===== config.mk =====
export PLATFORM = sky130hd
export DESIGN_NAME = bictr_rr_sched_flat
export DESIGN_NICKNAME = d
export VERILOG_FILES = /design/src/rtl/bictr_rr_sched_if.sv /design/src/rtl/bictr_rr_sched.sv /design/src/flat_wrapper.sv
export SDC_FILE = /design/constraint.sdc
export NUM_CORES = 1
export LEC_CHECK = 0
export ABC_AREA = 1
export BUFFER_PORTS_ARGS = -buffer_cell sky130_fd_sc_hd__buf_2
export CORE_UTILIZATION = 40
export CTS_BUF_LIST = sky130_fd_sc_hd__clkbuf_2 sky130_fd_sc_hd__clkbuf_4 sky130_fd_sc_hd__clkbuf_8
export CTS_CLUSTER_SIZE = 16
export DETAILED_ROUTE_END_ITERATION = 16
export GPL_TIMING_DRIVEN = 0
export PLACE_DENSITY = 0.68
export SLEW_MARGIN = 20
export SYNTH_ARGS = -nofsm -noshare
export SYNTH_HDL_FRONTEND = slang
export SYNTH_SLANG_ARGS = --single-unit

===== constraint.sdc =====
create_clock -name clk -period 2.1 [get_ports clk]
set_input_delay 0.21 -clock clk [delete_from_list [all_inputs] [get_ports clk]]
set_output_delay 0.21 -clock clk [all_outputs]
set_load 0.03 [all_outputs]

===== src/rtl/bictr_rr_sched_if.sv =====
// Bundle of requester-side and counter-side signals for the round-robin counter scheduler.
// The master modport is the scheduler's view; slave is the view of the requesters plus the shared counter.
interface bictr_rr_sched_if #(
  parameter int NREQ  = 4,
  parameter int WIDTH = 4
);
  logic [NREQ-1:0]       req;
  logic [NREQ-1:0]       req_up;
  logic [NREQ*WIDTH-1:0] req_start;
  logic [NREQ*WIDTH-1:0] req_target;
  logic                  abort;
  logic [NREQ-1:0]       grant;
  logic [NREQ-1:0]       done;
  logic                  aborted;
  logic                  busy;
  logic [WIDTH-1:0]      ctr_data;
  logic                  ctr_load;
  logic                  ctr_up_dn;
  logic                  ctr_cen;
  logic [WIDTH-1:0]      ctr_count_to;
  logic                  ctr_tercnt;

  modport master (
    input  req, req_up, req_start, req_target, abort, ctr_tercnt,
    output grant, done, aborted, busy,
    output ctr_data, ctr_load, ctr_up_dn, ctr_cen, ctr_count_to
  );

  modport slave (
    output req, req_up, req_start, req_target, abort, ctr_tercnt,
    input  grant, done, aborted, busy,
    input  ctr_data, ctr_load, ctr_up_dn, ctr_cen, ctr_count_to
  );
endinterface


===== src/rtl/bictr_rr_sched.sv =====
// Round-robin scheduler granting one shared up/down counter to NREQ requesters, one
// counting run (start, target, direction) at a time, until the counter's terminal-count flag.
module bictr_rr_sched #(
  parameter int NREQ  = 4,
  parameter int WIDTH = 4
) (
  input logic              clk,
  input logic              reset,
  bictr_rr_sched_if.master bus
);
  localparam int PW = $clog2(NREQ);

  typedef enum logic [1:0] {
    S_IDLE = 2'b00,
    S_LOAD = 2'b01,
    S_RUN  = 2'b10,
    S_DONE = 2'b11
  } state_t;

  state_t            state_q, state_d;
  logic [NREQ-1:0]   grant_q, grant_d;
  logic [NREQ-1:0]   done_q, done_d;
  logic              aborted_q, aborted_d;
  logic              busy_q, busy_d;
  logic              load_q, load_d;
  logic              up_dn_q, up_dn_d;
  logic [WIDTH-1:0]  data_q, data_d;
  logic [WIDTH-1:0]  cto_q, cto_d;
  logic [PW-1:0]     ptr_q, ptr_d;
  logic [PW-1:0]     win_q, win_d;

  logic [PW:0]       pick_s;
  logic [PW-1:0]     pick_idx_s;

  // Returns {found, index}; walking from the lowest priority down lets the highest priority overwrite last.
  function automatic logic [PW:0] rr_pick(input logic [NREQ-1:0] r, input logic [PW-1:0] p);
    logic [PW:0]  res;
    logic [31:0]  k;
    res = '0;
    for (int i = NREQ; i >= 1; i--) begin
      k = (32'(p) + 32'(i)) % 32'(NREQ);
      if (r[k[PW-1:0]]) begin
        res = {1'b1, k[PW-1:0]};
      end
    end
    return res;
  endfunction

  assign pick_s     = rr_pick(bus.req, ptr_q);
  assign pick_idx_s = pick_s[PW-1:0];

  // Next-state and registered-output computation.
  always_comb begin
    state_d   = state_q;
    grant_d   = grant_q;
    done_d    = '0;
    aborted_d = 1'b0;
    busy_d    = busy_q;
    load_d    = 1'b0;
    up_dn_d   = up_dn_q;
    data_d    = data_q;
    cto_d     = cto_q;
    ptr_d     = ptr_q;
    win_d     = win_q;
    case (state_q)
      S_IDLE: begin
        if (pick_s[PW]) begin
          state_d = S_LOAD;
          grant_d = {{(NREQ-1){1'b0}}, 1'b1} << pick_idx_s;
          busy_d  = 1'b1;
          load_d  = 1'b1;
          win_d   = pick_idx_s;
          data_d  = bus.req_start[32'(pick_idx_s) * WIDTH +: WIDTH];
          cto_d   = bus.req_target[32'(pick_idx_s) * WIDTH +: WIDTH];
          up_dn_d = bus.req_up[pick_idx_s];
        end else begin
          busy_d = 1'b0;
        end
      end
      S_LOAD: begin
        if (bus.abort) begin
          state_d   = S_IDLE;
          grant_d   = '0;
          busy_d    = 1'b0;
          aborted_d = 1'b1;
          ptr_d     = win_q;
        end else begin
          state_d = S_RUN;
        end
      end
      S_RUN: begin
        // abort wins over a terminal count seen in the same cycle
        if (bus.abort) begin
          state_d   = S_IDLE;
          grant_d   = '0;
          busy_d    = 1'b0;
          aborted_d = 1'b1;
          ptr_d     = win_q;
        end else if (bus.ctr_tercnt) begin
          state_d = S_DONE;
          done_d  = grant_q;
        end else begin
          state_d = S_RUN;
        end
      end
      S_DONE: begin
        state_d = S_IDLE;
        grant_d = '0;
        busy_d  = 1'b0;
        ptr_d   = win_q;
      end
      default: begin
        state_d = S_IDLE;
        grant_d = '0;
        busy_d  = 1'b0;
      end
    endcase
  end

  // State and output registers.
  always_ff @(posedge clk or posedge reset) begin
    if (reset) begin
      state_q   <= S_IDLE;
      grant_q   <= '0;
      done_q    <= '0;
      aborted_q <= 1'b0;
      busy_q    <= 1'b0;
      load_q    <= 1'b0;
      up_dn_q   <= 1'b1;
      data_q    <= '0;
      cto_q     <= '0;
      ptr_q     <= PW'(NREQ - 1);
      win_q     <= '0;
    end else begin
      state_q   <= state_d;
      grant_q   <= grant_d;
      done_q    <= done_d;
      aborted_q <= aborted_d;
      busy_q    <= busy_d;
      load_q    <= load_d;
      up_dn_q   <= up_dn_d;
      data_q    <= data_d;
      cto_q     <= cto_d;
      ptr_q     <= ptr_d;
      win_q     <= win_d;
    end
  end

  assign bus.grant        = grant_q;
  assign bus.done         = done_q;
  assign bus.aborted      = aborted_q;
  assign bus.busy         = busy_q;
  assign bus.ctr_data     = data_q;
  assign bus.ctr_load     = load_q;
  assign bus.ctr_up_dn    = up_dn_q;
  assign bus.ctr_count_to = cto_q;
  // Combinational so the counter freezes on the target in the very cycle the flag appears.
  assign bus.ctr_cen      = (state_q == S_RUN) & ~bus.ctr_tercnt;
endmodule


===== src/flat_wrapper.sv =====
// flat-port wrapper written by rule: the top's interface ports become plain ports
module bictr_rr_sched_flat 
#(
  parameter int NREQ  = 4,
  parameter int WIDTH = 4
)
  (clk, reset, bus_req, bus_req_up, bus_req_start, bus_req_target, bus_abort, bus_ctr_tercnt, bus_grant, bus_done, bus_aborted, bus_busy, bus_ctr_data, bus_ctr_load, bus_ctr_up_dn, bus_ctr_cen, bus_ctr_count_to);
  bictr_rr_sched_if #(.NREQ(NREQ), .WIDTH(WIDTH)) bus_i ();
  input logic clk;
  input logic reset;
  input wire logic [$bits(bus_i.req)-1:0] bus_req;
  input wire logic [$bits(bus_i.req_up)-1:0] bus_req_up;
  input wire logic [$bits(bus_i.req_start)-1:0] bus_req_start;
  input wire logic [$bits(bus_i.req_target)-1:0] bus_req_target;
  input wire logic [$bits(bus_i.abort)-1:0] bus_abort;
  input wire logic [$bits(bus_i.ctr_tercnt)-1:0] bus_ctr_tercnt;
  output wire logic [$bits(bus_i.grant)-1:0] bus_grant;
  output wire logic [$bits(bus_i.done)-1:0] bus_done;
  output wire logic [$bits(bus_i.aborted)-1:0] bus_aborted;
  output wire logic [$bits(bus_i.busy)-1:0] bus_busy;
  output wire logic [$bits(bus_i.ctr_data)-1:0] bus_ctr_data;
  output wire logic [$bits(bus_i.ctr_load)-1:0] bus_ctr_load;
  output wire logic [$bits(bus_i.ctr_up_dn)-1:0] bus_ctr_up_dn;
  output wire logic [$bits(bus_i.ctr_cen)-1:0] bus_ctr_cen;
  output wire logic [$bits(bus_i.ctr_count_to)-1:0] bus_ctr_count_to;
  assign bus_i.req = bus_req;
  assign bus_i.req_up = bus_req_up;
  assign bus_i.req_start = bus_req_start;
  assign bus_i.req_target = bus_req_target;
  assign bus_i.abort = bus_abort;
  assign bus_i.ctr_tercnt = bus_ctr_tercnt;
  assign bus_grant = bus_i.grant;
  assign bus_done = bus_i.done;
  assign bus_aborted = bus_i.aborted;
  assign bus_busy = bus_i.busy;
  assign bus_ctr_data = bus_i.ctr_data;
  assign bus_ctr_load = bus_i.ctr_load;
  assign bus_ctr_up_dn = bus_i.ctr_up_dn;
  assign bus_ctr_cen = bus_i.ctr_cen;
  assign bus_ctr_count_to = bus_i.ctr_count_to;
  bictr_rr_sched #(.NREQ(NREQ), .WIDTH(WIDTH)) u_core (.clk(clk), .reset(reset), .bus(bus_i));
endmodule

Yosys cells after proc, flatten, opt, wreduce, memory -nomap -nowiden
Index checks and enable logic that the tools add are counted.
{ "word_totals": {"reg_bits": 26, "output_inout_bits": 21, "elab_cells": 69} }
{ "classes": {"add_sub_neg": 4, "order_cmp": 5, "eq_ne": 5, "n_shift": 3, "mux": 33, "bitwise": 2, "n_reduce_logical": 6} }
{ "op_table": {"columns": ["cell", "count"], "rows": [
  ["16-bit by 5-bit variable part select with 4-bit output", 2],
  ["4-bit two-way mux", 5],
  ["2-bit by 3-bit less-than comparator with 1-bit output, second input constant", 5],
  ["3-bit two-way mux", 4],
  ["4-bit case mux with 3 select lines", 1],
  ["1-bit two-way mux", 11],
  ["1-bit binary-select mux with 2-bit select", 5],
  ["2-bit two-way mux", 4],
  ["2-bit case mux with 4 select lines", 1],
  ["2-bit AND reduction", 3],
  ["2-bit by 1-bit adder with 2-bit output, second input constant", 2],
  ["2-bit adder, second input constant", 2],
  ["2-bit equality test, second input constant", 2],
  ["2-bit by 1-bit inequality test with 1-bit output, second input constant", 2],
  ["2-bit case mux with 2 select lines", 1],
  ["1-bit by 2-bit << shifter with 4-bit output, first input constant", 1],
  ["1-bit case mux with 3 select lines", 1],
  ["2-bit by 1-bit equality test with 1-bit output, second input constant", 1],
  ["2-bit zero test", 1],
  ["2-bit nonzero test", 1],
  ["2-bit OR reduction", 1],
  ["1-bit bitwise AND", 1],
  ["1-bit inverter", 1]
]} }

Logic depth before layout (Yosys ltp)
{ "depth": {"depth_word": 10, "mapped_depth": 17, "ltp_nobuf": 15} }

Worst setup path after synthesis
No wires, ideal clock.
{ "synth_path": {"path_type": "flip-flop to flip-flop", "start": "register u_core.ptr_q[0]", "end": "register u_core.cto_q[0], in the netlist u_core.bus.ctr_count_to[0]", "arrival_time_ns": 1.641, "setup_slack_ns": 0.342, "path_stages_with_launch": 18, "period_less_slack_ns": 1.758, "cell_sequence": "dfstp_2 buf_6 inv_8 nand2_1 nand2_2 nand2_2 nand2_2 nand2_2 nand2_2 nand2_4 nand2_4 buf_8 nand2_2 nand2_1 nand2_1 nand2_1 nand2_1 nand2_1"} }
{ "synth_via": {"elab_chain_cells": 8, "elab_cells_between_ends": 18, "classes_between": "add/sub: 4; shift: 1; mux: 12; reduce/logical: 1"} }
{ "synth_rtl": {"columns": ["element", "line_no", "text"], "rows": [
  ["from (decl)", "bictr_rr_sched.sv:29", "logic [PW-1:0] ptr_q, ptr_d;"],
  ["from (signal assigned)", "bictr_rr_sched.sv:132", "ptr_q <= PW'(NREQ - 1);"],
  ["from (signal assigned)", "bictr_rr_sched.sv:144", "ptr_q <= ptr_d;"],
  ["2-bit by 1-bit adder with 2-bit output", "bictr_rr_sched.sv:41", "k = (32'(p) + 32'(i)) % 32'(NREQ);"],
  ["1-bit binary-select mux with 2-bit select", "bictr_rr_sched.sv:42", "if (r[k[PW-1:0]]) begin"],
  ["1-bit two-way mux (not written as such)", "bictr_rr_sched.sv:42", null],
  ["3-bit two-way mux (3 in a row)", "bictr_rr_sched.sv:42", null],
  ["3-bit two-way mux (*)", "bictr_rr_sched.sv:42", null],
  ["16-bit by 5-bit variable part select with 4-bit output or 2-bit AND reduction (tied branches)", null, null],
  ["to (signal assigned)", "bictr_rr_sched.sv:143", "cto_q <= cto_d;"],
  ["to (decl)", "bictr_rr_sched.sv:28", "logic [WIDTH-1:0] cto_q, cto_d;"]
]} }
Mark *: on every way between the ends. The rest lies on a longest branch, timed or not. The select of a mux whose other input is x is not followed.
A chain may end at the register's enable or synchronous reset.

Worst setup path after layout
{ "layout_path": {"start": "register u_core.ptr_q[0]", "end": "register u_core.data_q[3], in the netlist u_core.bus.ctr_data[3]"} }
{ "layout_via": {"elab_chain_cells": 8, "elab_cells_between_ends": 18, "classes_between": "add/sub: 4; shift: 1; mux: 12; reduce/logical: 1"} }
{ "layout_rtl": {"columns": ["element", "line_no", "text"], "rows": [
  ["2-bit by 1-bit adder with 2-bit output", "bictr_rr_sched.sv:41", null],
  ["1-bit binary-select mux with 2-bit select", "bictr_rr_sched.sv:42", null],
  ["1-bit two-way mux (not written as such)", "bictr_rr_sched.sv:42", null],
  ["3-bit two-way mux (3 in a row)", "bictr_rr_sched.sv:42", null],
  ["3-bit two-way mux (*)", "bictr_rr_sched.sv:42", null],
  ["16-bit by 5-bit variable part select with 4-bit output or 2-bit AND reduction (tied branches)", null, null],
  ["to (signal assigned)", "bictr_rr_sched.sv:142", "data_q <= data_d;"],
  ["to (decl)", "bictr_rr_sched.sv:27", "logic [WIDTH-1:0] data_q, data_d;"]
]} }
Marked as above.

==> summary.md <==
| Metric | Value |
|---|---|
| Sequential element share of the synthesized area | `between 30% and 40%` |
| Largest net degree at the start of global routing | `27` |
| Peak Freq | `508 MHz` |
| Leading area contributor after synthesis | `dfrtp_1` |
| Setup_tns | `0 ns` |
| First-pass DRT Iterations | `4` |
| Detail-routed net length per standard cell | `10.5 um` |
| Synth area leaders | `dfrtp_1 (33%), nand2_1 (22%), nand3_1 (9.0%)` |
| Clock Path Buffers | `2` |
| Power per cell area | `1850 nW/um^2` |
| Count leader, synth | `nand2_1` |
| Avg Inst Size Synth | `~6.9 um^2` |
| Clock Latency Late Sink | `0.27 ns` |
| Crit. End Element | `flip-flop` |
| Period utilization | `between 90% and 100%` |
| Area grow syn2layout | `32.2%` |
| Post-route cell area | `between 2000 and 2500 um^2` |
| Total track usage | `18.0%` |
| DRC | `0` |
| Final WL | `3960 um` |
| # rows | `23` |
| Gpl congestion | `0.800` |
| Diode count | `0` |
| Hold Crit Class | `input pin to asynchronous set/reset pin` |
| CTS Buf Count | `3` |
| First-pass GRT wire length | `approximately 6300 um` |
| Clk sinks | `26` |
| Worst setup SP type | `flip-flop` |
| Nets@finish | `375` |
| Initial antenna violation count | `0` |
| Via count | `~1,700` |
| Worst Tran Pin Value | `0.942 ns` |
| Clock-pin slew on the worst setup and hold paths | `around 0.09 ns` |
| Initial DRC Count | `64` |
| Die area | `4580 um^2` |
| Setup violators final | `0` |
| Post-synth cell types | `26` |
| Max-slew headroom | `between 30% and 40%` |
| Top-area cell type share of the netlist area | `33.3%` |
| RSZ-0062 raised after global routing | `true` |
| Syn nets | `299` |
| TritonCTS clock tree | `built` |
| Dpl cell area | `2110 um^2` |
| Max-slew violation count | `0` |
| Type of the worst setup path | `flip-flop to flip-flop` |
| Port Buffers | `64` |
| Main flop type after synthesis | `dfrtp_1` |
| Post-synth EDFFs | `0` |
| Die Span X | `67.7 um` |
| H-tree Lvls | `1` |
| Post-synth ARST share | `100%` |
| Post-DRT Antenna Nets | `0` |
| Max Cap Violations | `0` |
| Status | `finished, final reports clean` |
| Post-CTS Hold Buffers | `0` |
| Synth cell count leaders | `nand2_1 (99), inv_1 (39), nand3_1 (31), dfrtp_1 (23), nand2_2 (15)` |
| Die H | `about 68 um` |
| WP data arrival | `roughly 2.1 ns` |
| Syn Std Cell Area | `1730 um^2` |
| Crit path required time | `2.27 ns` |
| CORE AREA | `4090 um^2` |
| Final min period | `1.97 ns` |
| Share of layout cells above drive strength 1 | `35.8%` |
| Num ports | `65` |
| Starting density of the core | `42.3%` |
| Static Leak | `1.38 nW` |
| Max IR drop VDD | `0.918 mV` |
| Vias per cell | `4.45` |
| Yosys warns | `0` |
| Final Hold Violating Endpoints | `0` |
| Clock Skews | `0.00682 ns` |
| CTS root buffer | `clkbuf_8` |
| Worst-path fanout max | `7` |
| Yosys reg bits | `26` |
| GRT overflow | `0` |
| Total Power | `approximately 0.0042 W` |
| Cells after synthesis | `252` |
| Vias in the first global route | `1,425` |
| Dpl hpwl | `2980 um` |
## power by group
| group | leakage (nW) | internal, W | switching [W] |
|---|---|---|---|
| Sequential | 0.326 | 0.000723 | 0.000103 |
| Combinational | 1.03 | 0.00119 | 0.00190 |
| Clock | 0.0288 | 0.000168 | 0.000152 |
| Total | 1.38 | 0.00208 | 0.00216 |
## worst paths after layout
kind	startpoint	to	slack, ns	cells past startpoint
max reg2reg	u_core.ptr_q[0]$_DFFE_PP1P_	u_core.bus.ctr_data[3]$_DFFE_PP0P_	0.13	17
min	reset	u_core.bus.ctr_load$_DFF_PP0_	0.14	2
min in group clk	bus_abort	u_core.bus.aborted$_DFF_PP0_	0.14	3
max	u_core.ptr_q[0]$_DFFE_PP1P_	u_core.bus.ctr_data[3]$_DFFE_PP0P_	0.13	17
max in group asynchronous	reset	u_core.bus.done[2]$_DFF_PP0_	1.38	2
min reg2reg	u_core.bus.ctr_up_dn$_DFFE_PP1P_	u_core.bus.ctr_up_dn$_DFFE_PP1P_	0.48	2
## per-layer routing
| layer | vias up | global-route usage (%) | share of wire (%) |
|---|---|---|---|
| li1 | 913 | - | - |
| met1 | 688 | 24.2 | 46 |
| met4 | 0 | 3.99 | 1.0 |
| met3 | 6 | 3.38 | 5.8 |
| met2 | 69 | 29.6 | 47 |
| met5 | - | 0 | 0 |
## placed cells by master, fill, tap and decap left out
master      count
a21oi_1         2
o21ai_0         4
inv_8           1
dfstp_2         3
buf_4           6
nor2_2          1
o22ai_1         5
nand3_1        31
nand3_4         1
nand2_1        95
o21ai_2         1
buf_8           3
nor2_4          1
nor2_1          7
a22oi_1         1
ha_1            3
and2_4          1
clkinvlp_4      2
buf_2          67
inv_2           2
dfrtp_1        23
nor3b_2         1
nand2_4         3
nand2_2        18
clkbuf_16       2
clkbuf_8        4
inv_1          39
## state kept, by name, summed over array words and instances, names as in the netlist
name and cells:
u_core.bus.grant 4, u_core.bus.ctr_up_dn 1, u_core.state_q 2, u_core.win_q 2, u_core.bus.aborted 1, u_core.ptr_q 2, u_core.bus.ctr_data 4, u_core.bus.ctr_count_to 4
u_core.bus.ctr_load 1, u_core.bus.done 4, u_core.bus.busy 1
## cell families after synthesis
| logic type | Yosys count | synth area share (%) |
|---|---|---|
| AO/OA/AOI/OAI | 13 | 4.49 |
| adder cells (fa/ha/maj) | 3 | 2.17 |
| buffers and inverters | 51 | 13.7 |
| flip-flops | 26 | 37.9 |
| AND/OR/NAND/NOR | 159 | 41.7 |
## metrics by stage
stage / cells / setup slack (ns) / util [%] / hold WS (ns)
6_report: 377 / 0.131 / 55.9 / 0.140
5_1_grt: 377 / -0.0405 / 55.9 / 0.160
4_1_cts: 370 / 0.131 / 53.0 / 0.141
3_5_place_dp: 366 / 0.155 / 51.6 / 0.425
3_3_place_gp: 366 / 0.177 / 51.6 / 0.414
2_1_floorplan: 252 / 0.342 / - / 0.248
## cell type report
| class | instances | area, um^2 |
|---|---|---|
| Inverter | 43 | 173 |
| Fill cell | 411 | 1800 |
| Sequential cell | 26 | 654 |
| Tap cell | 50 | 62.6 |
| Timing Repair inverter | 1 | 7.51 |
| Timing Repair Buffer | 70 | 400 |
| Clock buffer | 4 | 55.1 |
| Buffer | 8 | 75.1 |
| Multi-Input combinational cell | 175 | 856 |
## worst max-delay path, cell delays in order, from the launching register on
cell and delay (ns):
dfstp_2 0.58, buf_8 0.13, inv_8 0.05, nand2_1 0.06, nand2_2 0.09, nand2_2 0.09, nand2_2 0.07, inv_2 0.08
nand2_2 0.07, nand2_4 0.11, nand2_4 0.09, buf_8 0.15, nand2_2 0.04, nand2_1 0.05, nand2_1 0.06, nand2_1 0.05
nand2_1 0.05, nand2_1 0.04
## repair_timing
item | 4_1_cts | 5_1_grt
setup endpoints to repair | 0 | 10
resized for setup | 0 | 10
buffers inserted | 0 | 4
(Power assumes the default switching activity.)
